--- src/rtl/core_pkg.sv ---
// -----------------------------------------------------------------------------
// core_pkg
//   Constants and types shared by the front-end of the RV64 core.
//
//   DEFAULT_XLEN     : architectural address/PC width
//   DEFAULT_RESET_PC : first fetch address after reset
//   INSTR_W          : instruction word width
//   fetch_state_t    : fetch FSM states (REQ, WAIT, DROP)
//   align_pc()       : clears the two low PC bits (targets are 4-byte aligned)
// -----------------------------------------------------------------------------
package core_pkg;

    localparam int          DEFAULT_XLEN     = 64;
    localparam logic [63:0] DEFAULT_RESET_PC = 64'h0000_0000_8000_0000;
    localparam int          INSTR_W          = 32;

    // REQ  : request outstanding, response will be used
    // WAIT : response parked in the skid buffer, no request issued
    // DROP : request outstanding whose response must be discarded
    typedef enum logic [1:0] {
        REQ  = 2'd0,
        WAIT = 2'd1,
        DROP = 2'd2
    } fetch_state_t;

    function automatic logic [63:0] align_pc(input logic [63:0] pc);
        return {pc[63:2], 2'b00};
    endfunction

endpackage

--- src/rtl/fetch_skid.sv ---
// -----------------------------------------------------------------------------
// fetch_skid
//   One-entry buffer that parks a fetched instruction when the IF/ID register
//   is held by decode back-pressure.
//
//   clk        in   clock
//   reset      in   synchronous, active-high
//   load       in   capture load_pc/load_instr and mark the entry valid
//   drain      in   entry consumed by the IF/ID register this cycle
//   clear      in   flush (redirect); wins over load
//   load_pc    in   PC of the instruction being parked
//   load_instr in   instruction being parked
//   valid      out  entry holds an instruction
//   pc         out  parked PC
//   instr      out  parked instruction
// -----------------------------------------------------------------------------
module fetch_skid
    import core_pkg::*;
#(
    parameter int XLEN = DEFAULT_XLEN
) (
    input  logic               clk,
    input  logic               reset,
    input  logic               load,
    input  logic               drain,
    input  logic               clear,
    input  logic [XLEN-1:0]    load_pc,
    input  logic [INSTR_W-1:0] load_instr,
    output logic               valid,
    output logic [XLEN-1:0]    pc,
    output logic [INSTR_W-1:0] instr
);

    // NOTE: sequential state is written with non-blocking assignments so every
    // flop samples the pre-edge values, independent of statement order.
    always_ff @(posedge clk) begin
        if (reset) begin
            valid <= 1'b0;
        end else if (clear || drain) begin
            valid <= 1'b0;
        end else if (load) begin
            valid <= 1'b1;
        end
    end

    // NOTE: the payload is qualified by valid, so it carries no reset and
    // keeps the data flops plain enables.
    always_ff @(posedge clk) begin
        if (load) begin
            pc    <= load_pc;
            instr <= load_instr;
        end
    end

endmodule

--- src/rtl/fetch_stage.sv ---
// -----------------------------------------------------------------------------
// fetch_stage
//   Instruction-fetch stage: holds the PC, issues one request at a time on the
//   instruction bus, tolerates any memory latency, and hands each instruction
//   with its PC to decode through the registered IF/ID output. Redirects flush
//   the stage; a request already on the bus is never withdrawn, its response
//   is discarded instead (DROP state).
//
//   clk            in   clock
//   reset          in   synchronous, active-high
//   ireq_valid     out  fetch request outstanding
//   ireq_addr      out  fetch address, stable while ireq_valid
//   iresp_valid    in   response to the current request (may be same cycle)
//   iresp_data     in   instruction word
//   redirect_valid in   flush and restart at redirect_pc
//   redirect_pc    in   new PC, low two bits ignored
//   stall          in   decode cannot accept this cycle
//   out_valid      out  IF/ID holds an instruction
//   out_pc         out  PC of out_instr
//   out_instr      out  instruction to decode
// -----------------------------------------------------------------------------
module fetch_stage
    import core_pkg::*;
#(
    parameter int               XLEN     = DEFAULT_XLEN,
    parameter logic [XLEN-1:0]  RESET_PC = XLEN'(DEFAULT_RESET_PC)
) (
    input  logic               clk,
    input  logic               reset,
    output logic               ireq_valid,
    output logic [XLEN-1:0]    ireq_addr,
    input  logic               iresp_valid,
    input  logic [INSTR_W-1:0] iresp_data,
    input  logic               redirect_valid,
    input  logic [XLEN-1:0]    redirect_pc,
    input  logic               stall,
    output logic               out_valid,
    output logic [XLEN-1:0]    out_pc,
    output logic [INSTR_W-1:0] out_instr
);

    fetch_state_t        state;
    logic [XLEN-1:0]     pc;
    logic [XLEN-1:0]     req_addr;

    logic                slot_free;
    logic [XLEN-1:0]     pc_plus4;
    logic [XLEN-1:0]     redirect_target;
    logic                skid_load;
    logic                skid_drain;
    logic                skid_valid;
    logic [XLEN-1:0]     skid_pc;
    logic [INSTR_W-1:0]  skid_instr;

    // NOTE: every always_comb output gets a default first, so no path can
    // leave a signal unassigned and infer a latch.
    always_comb begin
        slot_free       = !out_valid || !stall;
        pc_plus4        = pc + XLEN'(4);  // wraps modulo 2^XLEN by design
        redirect_target = {redirect_pc[XLEN-1:2], 2'b00};
        ireq_valid      = (state == REQ) || (state == DROP);
        ireq_addr       = req_addr;
        skid_load       = 1'b0;
        skid_drain      = 1'b0;
        if (!redirect_valid) begin
            skid_load  = (state == REQ) && iresp_valid && !slot_free;
            skid_drain = (state == WAIT) && !stall;
        end
    end

    fetch_skid #(
        .XLEN (XLEN)
    ) u_skid (
        .clk        (clk),
        .reset      (reset),
        .load       (skid_load),
        .drain      (skid_drain),
        .clear      (redirect_valid),
        .load_pc    (req_addr),
        .load_instr (iresp_data),
        .valid      (skid_valid),
        .pc         (skid_pc),
        .instr      (skid_instr)
    );

    always_ff @(posedge clk) begin
        if (reset) begin
            state     <= REQ;
            pc        <= RESET_PC;
            req_addr  <= RESET_PC;
            out_valid <= 1'b0;
            out_pc    <= '0;
            out_instr <= '0;
        end else if (redirect_valid) begin
            // Redirect overrides stall: the IF/ID contents are wrong-path.
            out_valid <= 1'b0;
            pc        <= redirect_target;
            case (state)
                REQ: begin
                    if (iresp_valid) begin
                        req_addr <= redirect_target;
                    end else begin
                        state <= DROP;
                    end
                end
                WAIT: begin
                    req_addr <= redirect_target;
                    state    <= REQ;
                end
                DROP: begin
                    // The old request stays on the bus until it is answered.
                    if (iresp_valid) begin
                        req_addr <= redirect_target;
                        state    <= REQ;
                    end
                end
                default: begin
                    req_addr <= redirect_target;
                    state    <= REQ;
                end
            endcase
        end else begin
            case (state)
                REQ: begin
                    // In REQ, pc and req_addr always hold the same address.
                    if (iresp_valid) begin
                        pc       <= pc_plus4;
                        req_addr <= pc_plus4;
                        if (slot_free) begin
                            out_valid <= 1'b1;
                            out_pc    <= req_addr;
                            out_instr <= iresp_data;
                        end else begin
                            state <= WAIT;
                        end
                    end else if (slot_free) begin
                        out_valid <= 1'b0;
                    end
                end
                WAIT: begin
                    if (!stall) begin
                        out_valid <= skid_valid;
                        out_pc    <= skid_pc;
                        out_instr <= skid_instr;
                        state     <= REQ;
                    end
                end
                DROP: begin
                    if (slot_free) begin
                        out_valid <= 1'b0;
                    end
                    if (iresp_valid) begin
                        req_addr <= pc;
                        state    <= REQ;
                    end
                end
                default: begin
                    state <= REQ;
                end
            endcase
        end
    end

endmodule

--- config.mk ---
export PLATFORM = sky130hd
export DESIGN_NAME = fetch_stage
export DESIGN_NICKNAME = d
export VERILOG_FILES = /design/src/rtl/core_pkg.sv /design/src/rtl/fetch_skid.sv /design/src/rtl/fetch_stage.sv
export SDC_FILE = /design/constraint.sdc
export NUM_CORES = 1
export LEC_CHECK = 0
export ABC_AREA = 0
export BUFFER_PORTS_ARGS = -buffer_cell sky130_fd_sc_hd__buf_2
export CAP_MARGIN = 0
export CORE_ASPECT_RATIO = 0.6
export CORE_MARGIN = 5
export CORE_UTILIZATION = 47
export CTS_CLUSTER_DIAMETER = 150
export DETAILED_ROUTE_END_ITERATION = 12
export PLACE_DENSITY = 0.66
export REMOVE_ABC_BUFFERS = 1
export SYNTH_ARGS = -nofsm -noshare
export SYNTH_HDL_FRONTEND = slang
export SYNTH_SLANG_ARGS = --single-unit
--- constraint.sdc ---
create_clock -name clk -period 13.71 [get_ports clk]
set_input_delay 2.742 -clock clk [delete_from_list [all_inputs] [get_ports clk]]
set_output_delay 2.742 -clock clk [all_outputs]
set_load 0.01 [all_outputs]
==> results of run 1 <==
cell usage after synthesis (5+ instances only):
cell,number,area (µm²)
inv_1,10,37.5
nand3_1,36,180
nor2_1,224,841
xor2_1,55,482
a211oi_2,7,87.6
and2_1,8,50.1
dfxtp_1,222,4440
o22ai_1,7,43.8
nand4_1,38,238
and3_1,20,125
mux2i_1,96,961
a21oi_1,69,345
buf_2,19,95.1
nor4_1,17,106
nor3_1,25,125
o21ai_0,21,105
nand2_1,76,285
buf_6,5,56.3
or3_1,9,56.3
buf_1,13,48.8
clkbuf_1,78,293
xnor2_1,61,534
edfxtp_1,94,2820
and4_1,7,61.3
nor4_2,6,75.1
a211oi_1,164,1230
nand2b_1,6,37.5
a311oi_1,5,43.8
o21a_1,5,37.5
o211ai_1,5,37.5
worst paths after layout:
check	to	slack, ps
worst min register to register	ireq_addr[17]	490
worst min-delay path	ireq_addr[17]	490
worst max register to register	ireq_addr[61]	10330
worst max-delay path	ireq_addr[33]	8760
power by group through the flow:
| stage | Sequential (mW) | Combinational, mW | Clock [mW] |
|---|---|---|---|
| floorplan | 1.13 | 0.220 | 0 |
| global placement | 1.12 | 0.355 | 0 |
| detailed placement | 1.12 | 0.362 | 0 |
| CTS | 1.10 | 0.363 | 0.882 |
| global route | 1.11 | 0.400 | 0.928 |
| finish | 1.10 | 0.361 | 0.864 |
layout make-up:
type,count,share of cell area
Antenna cell,2,0.000294
Tap cell,416,0.0306
Multi-Input combinational cell,1030,0.398
Sequential cell,316,0.427
Clock buffer,39,0.0498
Clock inverter,17,0.00986
Timing Repair Buffer,269,0.0815
Inverter,11,0.00250
sequential cells by signal (all words and copies together), names as in the netlist:
name and flops:
state 2, out_valid 1, ireq_addr 62, out_instr 32
u_skid.pc 62, u_skid.valid 1, pc 62, out_pc 62
u_skid.instr 32
metrics by stage:
| step | hold slack, ps | setup WS, ps | power, mW | instances |
|---|---|---|---|---|
| global placement | 475 | 8320 | 1.47 | 2042 |
| detailed placement | 476 | 8250 | 1.48 | 2042 |
| floorplan | 461 | 3230 | 1.35 | 1357 |
| global route | 504 | 8620 | 2.44 | 2099 |
| CTS | 487 | 8870 | 2.35 | 2098 |
| finish | 489 | 8760 | 2.33 | 2100 |
worst max-delay path, delay by kind of cell:
family                 cells  cell delay (ps)
AND/OR/NAND/NOR            2              520
AO/OA/AOI/OAI              2              210
buffers and inverters      4             1770
cells by family after synthesis:
logic type / after synthesis / share of synthesized area
AO/OA/AOI/OAI: 304 / 0.144
XOR/XNOR: 116 / 0.0694
adder cells (fa/ha/maj): 4 / 0.00342
buffers and inverters: 137 / 0.0446
flip-flops: 316 / 0.496
multiplexers: 96 / 0.0656
other: 1 / 0.000256
AND/OR/NAND/NOR: 506 / 0.176
per-layer routing:
layer  share of wire  routed length (µm)  vias to the layer above
met4           0.017                 714                        8
met2            0.41               17300                      418
met3           0.080                3360                       64
li1                -                   -                     5750
met5          0.0011                  48                        -
met1            0.49               20800                     5686
==> impl_results.rst, run 1 <==
.. list-table::
   :header-rows: 1

   * - Metric
     - Value
   * - Fraction of power consumed by combinational cells
     - 0.155
   * - Flip-flop and latch area
     - 0.00727 mm²
   * - Sinks on the clock net
     - about 320
   * - Min Tclk post-route
     - between 4000 and 5000 ps
   * - Number of antenna-violating nets in the routed design
     - 0
   * - Post-Syn Area
     - 0.0146 mm²
   * - Static Leakage
     - between 6 and 7 nW
   * - Sequence of cells on the critical path
     - buf_2 > buf_4 > clkinv_2 > buf_4 > nor2_1 > nor2_1 > a21oi_1 > a211oi_1
   * - H-tree depth
     - 1
   * - Final count of pins violating max slew
     - 0
   * - Critical-path top delay cell
     - clkinv_2
   * - CTS tree
     - yes
   * - Routed WL per cell
     - between 20 and 25 µm
   * - Router iterations before antenna repair
     - 5
   * - Share of synthesized area occupied by flip-flops and latches
     - 0.496
   * - I/O Buffers
     - 256
   * - Worst setup path category
     - input port to flip-flop
   * - Fill cell total of the finished layout
     - 2867
   * - Max-cap violation count
     - 0
   * - Mean Syn Cell Area
     - just under 10 µm²
   * - Placeable core region
     - 0.0310 mm²
   * - PostCTS Resize Cnt
     - 0
   * - DRC violation count after routing
     - 0
   * - Fraction of met1 tracks used by global routing
     - 0.365
   * - Clock-pin slew reported for the worst setup and hold paths after clock tree synthesis
     - roughly 70 ps
   * - Die area
     - 0.0349 mm²
   * - Global-route layer with the greatest usage
     - met1
   * - Hold buffers post-CTS
     - 0
   * - Post-synth top flop
     - dfxtp_1
   * - Die height
     - about 150 µm
   * - Launching point of the worst reg2reg path
     - state[0]
   * - Met2 layer usage reported by global route
     - 0.326
   * - Post-synth ARST share
     - 0
   * - Biggest cell delay along the critical path
     - ~640 ps
   * - Share of power burned in registers
     - 0.473
   * - Required @ worst endpoint
     - roughly 14000 ps
   * - Synthesized netlist cell count
     - about 1500
   * - Normalized max-slew margin
     - 0.318
   * - Largest net degree at the start of global routing
     - 90
   * - Per-cell via count in the routed design
     - between 5 and 6
   * - Arrival time worst endpoint
     - roughly 5400 ps
   * - Switching power share of the total
     - 0.282
   * - Hold crit path type
     - flip-flop to flip-flop
   * - Number of DRC markers in iteration 0
     - between 1000 and 1500
   * - Count of endpoints failing hold in the final timing report
     - 0
   * - Fraction of layout cells with a size suffix above 1
     - 0.218
   * - Maximum vdd ir drop
     - between 0.00009 and 0.0001 V
   * - Cells on Worst Hold Path
     - 2
   * - Count of synthesis-stage warnings from yosys
     - 0
   * - Number of buffers inserted during clock tree synthesis
     - 30
   * - Placer Congestion
     - just under 1
   * - Post-detail-place hpwl
     - 29.4 mm
   * - Cell at the root of the clock tree
     - clkbuf_16
   * - P_int
     - ~1.7 mW
   * - Outcome
     - complete, no violations
   * - Most common library cell in the layout ignoring fill and taps
     - buf_2
   * - Net count, final
     - between 1500 and 2000
   * - Vias
     - about 12000
   * - Via count of the first global-routing pass
     - roughly 11000
   * - Final Cycle Share
     - 0.361
   * - Clk pwr share
     - 0.372
   * - Number of different library cells in the post-synthesis netlist
     - 70
   * - Count of flip-flops with a built-in enable after synthesis
     - 94
   * - # IOs
     - between 200 and 300
   * - P per Cell Area
     - approximately 140 mW/mm²
   * - Starting density of the core
     - 0.473
   * - Design area
     - ~0.017 mm²
   * - Layout overhead on the synthesized area
     - 16.2%
   * - Met3 global-route usage
     - 0.0522
   * - Final sum of negative setup slack
     - 0 ps
   * - Number of antenna violations at the first check in global routing
     - 5
   * - Power dissipated by switching net loads
     - around 660 µW
   * - # Post-CTS Setup Buffers
     - 0
   * - Multi-input logic area
     - 0.00677 mm²
   * - Total global routing overflow
     - 0
   * - Utilization after layout
     - 0.549
   * - RSZ-0062 raised after global routing
     - no
   * - Maximum clock skew at final layout
     - ~17 ps
   * - Total placed instance area
     - approximately 0.016 mm²
   * - Detailed-route wire length
     - roughly 42 mm
   * - Startpoint of the worst setup timing path
     - redirect_valid
   * - Total routing usage reported by global routing
     - 0.231
   * - Maximum root-to-sink buffer count
     - 3
   * - Flip-flop and latch count after synthesis
     - roughly 320
   * - Endpoint kind of the worst setup timing path
     - flip-flop
   * - Largest driver fanout on the critical path
     - 89
   * - Commonest non-fill, non-tap cells in the layout
     - buf_2 (255), nor2_1 (222), dfxtp_1 (222)
   * - Global-route wire length before repair
     - ~66 mm
   * - Worst Tran Pin Value
     - between 1000 and 1500 ps
   * - Startpoint class of the critical path
     - input port
   * - Setup-failing EPs final
     - 0
   * - Maximum clock frequency
     - roughly 200 MHz
   * - Reg2Reg Depth
     - 11
   * - Beginning of the worst hold path
     - ireq_addr[17]
   * - Horizontal die dimension
     - approximately 240 µm
   * - Count of standard-cell rows
     - 50
   * - Worst-Skew Late Latency
     - roughly 570 ps
Power figures use the tool's default switching activity.
==> run 2: changes to the inputs <==
==> constraint.sdc (replaced) <==
create_clock -name clk -period 4.75 [get_ports clk]
set_input_delay 0.95 -clock clk [delete_from_list [all_inputs] [get_ports clk]]
set_output_delay 0.95 -clock clk [all_outputs]
set_load 0.01 [all_outputs]
==> impl_results.rst, run 2 (synthesis results as in run 1) <==
.. list-table::
   :header-rows: 1

   * - Metric
     - Value
   * - Outcome
     - complete, no violations
   * - Total global routing overflow
     - 0 (unchanged)
   * - Count of endpoints failing hold in the final timing report
     - 0 (unchanged)
   * - Count of standard-cell rows
     - 50 (unchanged)
   * - Die area
     - 0.0349 mm² (unchanged)
   * - Clock-pin slew reported for the worst setup and hold paths after clock tree synthesis
     - 60 ps (about the same)
   * - I/O Buffers
     - 256 (unchanged)
   * - Final Cycle Share
     - 0.646
   * - RSZ-0062 raised after global routing
     - no
   * - Most common library cell in the layout ignoring fill and taps
     - buf_2
   * - Maximum root-to-sink buffer count
     - 3 (unchanged)
   * - Number of DRC markers in iteration 0
     - 863 (-18%)
   * - Final count of pins violating max slew
     - 0 (unchanged)
   * - Worst Tran Pin Value
     - 974 ps (-48.8 ps)
   * - Beginning of the worst hold path
     - ireq_addr[42]
   * - Startpoint of the worst setup timing path
     - state[0]
   * - Normalized max-slew margin
     - 0.344 (+0.0265)
   * - Number of antenna violations at the first check in global routing
     - 5 (unchanged)
   * - Placer Congestion
     - 0.933 (-3.2%)
   * - Static Leakage
     - 6.25 nW (+0.74%)
   * - # Post-CTS Setup Buffers
     - 0 (unchanged)
   * - Layout overhead on the synthesized area
     - 16.7%
   * - H-tree depth
     - 1 (unchanged)
   * - Number of buffers inserted during clock tree synthesis
     - 31 (+3.3%)
   * - Hold crit path type
     - flip-flop to flip-flop
   * - Total routing usage reported by global routing
     - 0.229 (-0.00214)
   * - Endpoint with the worst hold slack
     - u_skid.pc[42]
   * - Commonest non-fill, non-tap cells in the layout
     - buf_2 (255), nor2_1 (222), dfxtp_1 (222)
   * - Net count, final
     - 1767 (+0.23%)
   * - Via count of the first global-routing pass
     - 11400 (-0.29%)
   * - Minimum setup slack among reg-to-reg paths
     - 1680 ps (-8650 ps)
   * - Startpoint class of the critical path
     - flip-flop
   * - Max-cap violation count
     - 0 (unchanged)
   * - Setup-failing EPs final
     - 0 (unchanged)
   * - # IOs
     - 263 (unchanged)
   * - Detailed-route wire length
     - 41.8 mm (-0.92%)
   * - Power Total
     - 6.75 mW (+190%)
   * - Arrival time worst endpoint
     - 3480 ps (-1890 ps)
   * - CTS tree
     - yes
   * - Maximum vdd ir drop
     - 0.000292 V (+200%)
   * - Pre-CTS setup slack
     - 1480 ps (-6780 ps)
   * - Die height
     - 147 µm (unchanged)
   * - Largest net degree at the start of global routing
     - 98 (+8.9%)
   * - P per Cell Area
     - 395 mW/mm² (+190%)
   * - Horizontal die dimension
     - 238 µm (unchanged)
   * - Endpoint kind of the worst setup timing path
     - flip-flop
   * - Utilization after layout
     - 0.552 (+0.00271)
   * - Global-route wire length before repair
     - 65.4 mm (-0.75%)
   * - DRC violation count after routing
     - 0 (unchanged)
   * - Worst setup path category
     - flip-flop to flip-flop
   * - FF-to-FF End
     - ireq_addr[45]
   * - Routed WL per cell
     - 19.9 µm (-1.1%)
   * - Hold buffers post-CTS
     - 0 (unchanged)
   * - Largest driver fanout on the critical path
     - 12 (-87%)
   * - Number of antenna-violating nets in the routed design
     - 0 (unchanged)
   * - Fraction of layout cells with a size suffix above 1
     - 0.220 (+0.00172)
   * - Starting density of the core
     - 0.473 (unchanged)
   * - Vias
     - 11900 (-0.059%)
   * - Placeable core region
     - 0.0310 mm² (unchanged)
   * - Maximum clock skew at final layout
     - 13.1 ps (-3.60 ps)
   * - Router iterations before antenna repair
     - 5 (unchanged)
   * - Per-cell via count in the routed design
     - 5.66 (-0.25%)
   * - Cell at the root of the clock tree
     - clkbuf_16
   * - Cells on Worst Hold Path
     - 0 (-2)
   * - PostCTS Resize Cnt
     - 0 (unchanged)
   * - Required @ worst endpoint
     - 5160 ps (-8970 ps)
   * - Post-detail-place hpwl
     - 29.6 mm (+0.60%)
   * - Min Tclk post-route
     - 3070 ps
   * - Smallest setup slack after layout
     - 1680 ps (-7080 ps)
   * - Worst-Skew Late Latency
     - 570 ps (about the same)
   * - Sinks on the clock net
     - 316 (unchanged)
   * - Reg2Reg Depth
     - 9 (-2)
   * - Launching point of the worst reg2reg path
     - state[0]
   * - Maximum clock frequency
     - about 330 MHz
[run 2: changes by cell type in the layout (fill, tap and decap cells not counted), sizes merged]
cell and change:
clkinvlp -2, inv +1, diode -1, buf +3
bufinv -1, clkinv -4, clkbuf +8
[run 2: report_power, final]
| part | internal, mW | total, mW | switching [mW] |
|---|---|---|---|
| combinational | 0.424 | 1.05 | 0.624 |
| sequential | 2.98 | 3.18 | 0.196 |
| clock | 1.46 | 2.52 | 1.07 |
| total | 4.86 | 6.75 | 1.89 |
[run 2: worst max path at each step]
stage,endpoint,slack (ps),depth (start not counted)
CTS,pc[60],1720,8
global route,ireq_addr[61],1490,9
detailed placement,pc[36],1480,7
floorplan,out_instr[0],-5730,7
global placement,pc[52],1520,7
finish,ireq_addr[45],1680,9
[run 2: worst max-delay path, stage by stage (launching register included)]
cell	delay, ps
dfxtp_1	390
inv_1	100
ha_1	290
buf_4	240
nand3b_1	360
nor4_4	650
nand4_1	270
xnor2_1	180
o21ai_0	310
a21oi_1	110
[run 2: stage by stage]
step	std cells	hold WS [ps]	TNS, ps	area, µm²
2_1_floorplan	1357	461	-945290	14000
3_3_place_gp	2045	475	0	16000
3_5_place_dp	2045	466	0	16000
4_1_cts	2103	485	0	17100
5_1_grt	2104	507	0	17100
6_report	2104	481	0	17100
[run 2: final cells by class]
cell class | instances | area (µm²)
Fill cell | 2787 | 13900
Sequential cell | 316 | 7270
Multi-Input combinational cell | 1030 | 6770
Timing Repair Buffer | 272 | 1450
Clock buffer | 47 | 928
Tap cell | 416 | 520
Clock inverter | 11 | 113
Inverter | 11 | 42.5
Antenna cell | 1 | 2.50
[run 2: metal layers]
layer	routed length (µm)	vias to the layer above	part of all wire	track usage
met5	35	-	0.00084	0
met4	583	8	0.014	0.0360
met3	3180	55	0.076	0.0514
met2	17200	382	0.41	0.325
met1	20800	5730	0.50	0.362
li1	-	5744	-	-
==> run 3: changes to the inputs <==
--- a/config.mk
+++ b/config.mk
@@ -5,7 +5,7 @@
 export SDC_FILE = /design/constraint.sdc
 export NUM_CORES = 1
 export LEC_CHECK = 0
-export ABC_AREA = 0
+export ABC_AREA = 1
 export BUFFER_PORTS_ARGS = -buffer_cell sky130_fd_sc_hd__buf_2
 export CAP_MARGIN = 0
 export CORE_ASPECT_RATIO = 0.6
==> constraint.sdc (replaced) <==
create_clock -name clk -period 2.85 [get_ports clk]
set_input_delay 0.57 -clock clk [delete_from_list [all_inputs] [get_ports clk]]
set_output_delay 0.57 -clock clk [all_outputs]
set_load 0.01 [all_outputs]
==> impl_results.rst, run 3 <==
.. list-table::
   :header-rows: 1

   * - Metric
     - Value
   * - Outcome
     - complete, no violations
   * - Via count of the first global-routing pass
     - 13500 (+19%)
   * - Startpoint class of the critical path
     - flip-flop
   * - Placer Congestion
     - 0.914 (-2.0%)
   * - Maximum vdd ir drop
     - 0.000429 V (+47%)
   * - P per Cell Area
     - 641 mW/mm² (+62%)
   * - Worst path most repeated cell
     - nand2_1
   * - PostCTS Resize Cnt
     - 0 (unchanged)
   * - Static Leakage
     - 8.23 nW (+32%)
   * - Minimum setup slack among reg-to-reg paths
     - 470 ps (-1210 ps)
   * - Final Cycle Share
     - 0.836 (+0.190)
   * - Number of antenna-violating nets in the routed design
     - 0 (unchanged)
   * - Detailed-route wire length
     - 47.3 mm (+13%)
   * - Largest driver fanout on the critical path
     - 46 (+34)
   * - List of most frequent post-synthesis cells
     - nand2_1 (569), dfxtp_1 (222), a21oi_1 (167)
   * - Area fraction of the dominant cell type after synthesis
     - 0.288 (-0.0158)
   * - Normalized max-slew margin
     - 0.242 (-0.103)
   * - Total routing usage reported by global routing
     - 0.246 (+0.0170)
   * - Most repeated cell in the gate-level netlist after synthesis
     - nand2_1
   * - Number of antenna violations at the first check in global routing
     - 5 (unchanged)
   * - Simple logic cell fraction of the synthesized area
     - 0.246 (+0.0703)
   * - Combinational family with the most area after synthesis
     - simple AND/OR/NAND/NOR gates
   * - Hold crit path type
     - input port to flip-flop
   * - Number of different library cells in the post-synthesis netlist
     - 39 (-44%)
   * - Largest net degree at the start of global routing
     - 131 (+34%)
   * - Most common library cell in the layout ignoring fill and taps
     - nand2_1
   * - Pre-CTS setup slack
     - 343 ps (-1130 ps)
   * - Global-route wire length before repair
     - 73.6 mm (+13%)
   * - Hold buffers post-CTS
     - 0 (unchanged)
   * - Maximum clock skew at final layout
     - 19.6 ps (+6.49 ps)
   * - Share of synthesized area occupied by flip-flops and latches
     - 0.471 (-0.0258)
   * - H-tree depth
     - 1 (unchanged)
   * - Count of endpoints failing hold in the final timing report
     - 0 (unchanged)
   * - Launching point of the worst reg2reg path
     - state[0]
   * - Synthesized-area fraction occupied by xor and xnor cells
     - 0.0136 (-0.0558)
   * - Placeable core region
     - 0.0324 mm² (+4.7%)
   * - Max-cap violation count
     - 0 (unchanged)
   * - Sequence of cells on the critical path
     - inv_1 > ha_1 > nand2_2 > inv_2 > nand2_1 > o32ai_1 > nand2_1 > inv_6 > buf_12 > nand3_1 > o211a_1
   * - Utilization after layout
     - 0.557 (+0.00544)
   * - Startpoint of the worst setup timing path
     - state[0]
   * - Post-synth ARST share
     - 0 (unchanged)
   * - Total placed instance area
     - 0.0170 mm² (+6.1%)
   * - Min Tclk post-route
     - 2380 ps (-687 ps)
   * - Maximum root-to-sink buffer count
     - 3 (unchanged)
   * - Total global routing overflow
     - 0 (unchanged)
   * - Critical-path top delay cell
     - dfxtp_1
   * - Instance count after placement with tap cells included
     - 2583 (+26%)
   * - CTS tree
     - yes
   * - Count of flip-flops with a built-in enable after synthesis
     - 94 (unchanged)
   * - Worst Tran Pin Value
     - 1140 ps (+163 ps)
   * - Smallest setup slack after layout
     - 466 ps (-1210 ps)
   * - Net count, final
     - 2296 (+30%)
   * - Per-cell via count in the routed design
     - 5.49 (-3.1%)
   * - Count of standard-cell rows
     - 51 (+2.0%)
   * - Sinks on the clock net
     - 316 (unchanged)
   * - Beginning of the worst hold path
     - iresp_data[30]
   * - Maximum clock frequency
     - 419 MHz (+29%)
   * - I/O Buffers
     - 256 (unchanged)
   * - Post-synth top flop
     - dfxtp_1
   * - Commonest non-fill, non-tap cells in the layout
     - nand2_1 (569), buf_2 (255), dfxtp_1 (222)
   * - Cell taking the most area after synthesis
     - dfxtp_1
   * - Post-Syn Area
     - 0.0154 mm² (+5.5%)
   * - Fraction of layout cells with a size suffix above 1
     - 0.170 (-0.0497)
   * - Setup-failing EPs final
     - 0 (unchanged)
   * - Number of DRC markers in iteration 0
     - 1358 (+57%)
   * - Synthesized netlist cell count
     - 2005 (+35%)
   * - Flip-flop and latch count after synthesis
     - 316 (unchanged)
   * - Number of buffers inserted during clock tree synthesis
     - 30 (-3.2%)
   * - RSZ-0062 raised after global routing
     - no
   * - Vias
     - 14500 (+22%)
   * - DRC violation count after routing
     - 0 (unchanged)
   * - Worst-Skew Late Latency
     - 570 ps (about the same)
   * - Required @ worst endpoint
     - 3300 ps (-1860 ps)
   * - Routed WL per cell
     - 17.9 µm (-9.9%)
   * - Endpoint kind of the worst setup timing path
     - flip-flop
   * - Starting density of the core
     - 0.476 (+0.00365)
   * - Layout overhead on the synthesized area
     - 17.0%
   * - Top area cells in the synthesized netlist
     - dfxtp_1 (29%), edfxtp_1 (18%), nand2_1 (14%)
   * - Multiplexer share of the synthesized area
     - 0 (-0.0656)
   * - Biggest cell delay along the critical path
     - 350 ps (-300 ps)
   * - Router iterations before antenna repair
     - 5 (unchanged)
   * - Worst setup path category
     - flip-flop to flip-flop
   * - Adder-cell share of the synthesized area
     - 0.00324 (-0.000178)
   * - # Post-CTS Setup Buffers
     - 0 (unchanged)
   * - Die height
     - 150 µm (+2.5%)
   * - Post-detail-place hpwl
     - 32.6 mm (+9.9%)
   * - Die area
     - 0.0367 mm² (+5.2%)
   * - Design area
     - 0.0181 mm² (+5.7%)
   * - Fill cell total of the finished layout
     - 3058 (+9.7%)
   * - Area fraction in compound gates after synthesis
     - 0.198 (+0.0533)
   * - Count of synthesis-stage warnings from yosys
     - 0 (unchanged)
   * - Post-Layout Cell Count
     - 2642 (+26%)
   * - Cell at the root of the clock tree
     - clkbuf_16
   * - Horizontal die dimension
     - 244 µm (+2.6%)
   * - Arrival time worst endpoint
     - 2830 ps (-650 ps)
   * - Clock-pin slew reported for the worst setup and hold paths after clock tree synthesis
     - 70 ps (about the same)
   * - Mean Syn Cell Area
     - 7.70 µm² (-22%)
   * - Final count of pins violating max slew
     - 0 (unchanged)
   * - # IOs
     - 263 (unchanged)
   * - Power Total
     - 11.6 mW (+72%)
## run 3: power by group
part           total, mW  internal, mW  switching, mW
clock network       4.20          2.42           1.78
logic               2.01         0.761           1.25
registers           5.37          5.02          0.351
## run 3: area by class of cell
type                            count  area, µm²  share of cell area
Sequential cell                   316       7270               0.402
Multi-Input combinational cell   1445       7160               0.396
Timing Repair Buffer              286       1630              0.0905
Clock buffer                       47        927              0.0513
Tap cell                          424        531              0.0294
Inverter                          112        434              0.0240
Clock inverter                      9        104             0.00575
Antenna cell                        3       7.51            0.000416
## run 3: worst paths after layout
kind / cells past startpoint / to
hold / removal: 1 / u_skid.instr[30]
setup reg to reg: 11 / out_pc[49]
hold reg to reg: 0 / u_skid.pc[55]
setup / recovery: 11 / out_pc[49]
## run 3: through the flow
| stage | setup TNS, ps | hold slack (ps) |
|---|---|---|
| 2_1_floorplan | -591630 | 450 |
| 3_3_place_gp | 0 | 464 |
| 3_5_place_dp | 0 | 460 |
| 4_1_cts | 0 | 170 |
| 5_1_grt | 0 | 169 |
| 6_report | 0 | 190 |
## run 3: critical path, delay by kind of cell, from the launching register on
family          cells  cell delay, ps
fa+ha+maj           1             300
flops               1             350
buf+inv             4             790
simple gates        4             490
compound gates      2             270
## run 3: cell families after synthesis
family / after synthesis
buf+inv: 247
compound gates: 493
xor+xnor: 24
fa+ha+maj: 4
other cells: 1
flops: 316
simple gates: 920
## run 3: layer usage
layer	vias to the layer above	GRT usage	wire length (µm)
li1	7161	-	-
met1	6838	0.378	23200
met2	449	0.363	20000
met3	52	0.0543	3450
met4	6	0.0355	561
met5	-	0	39
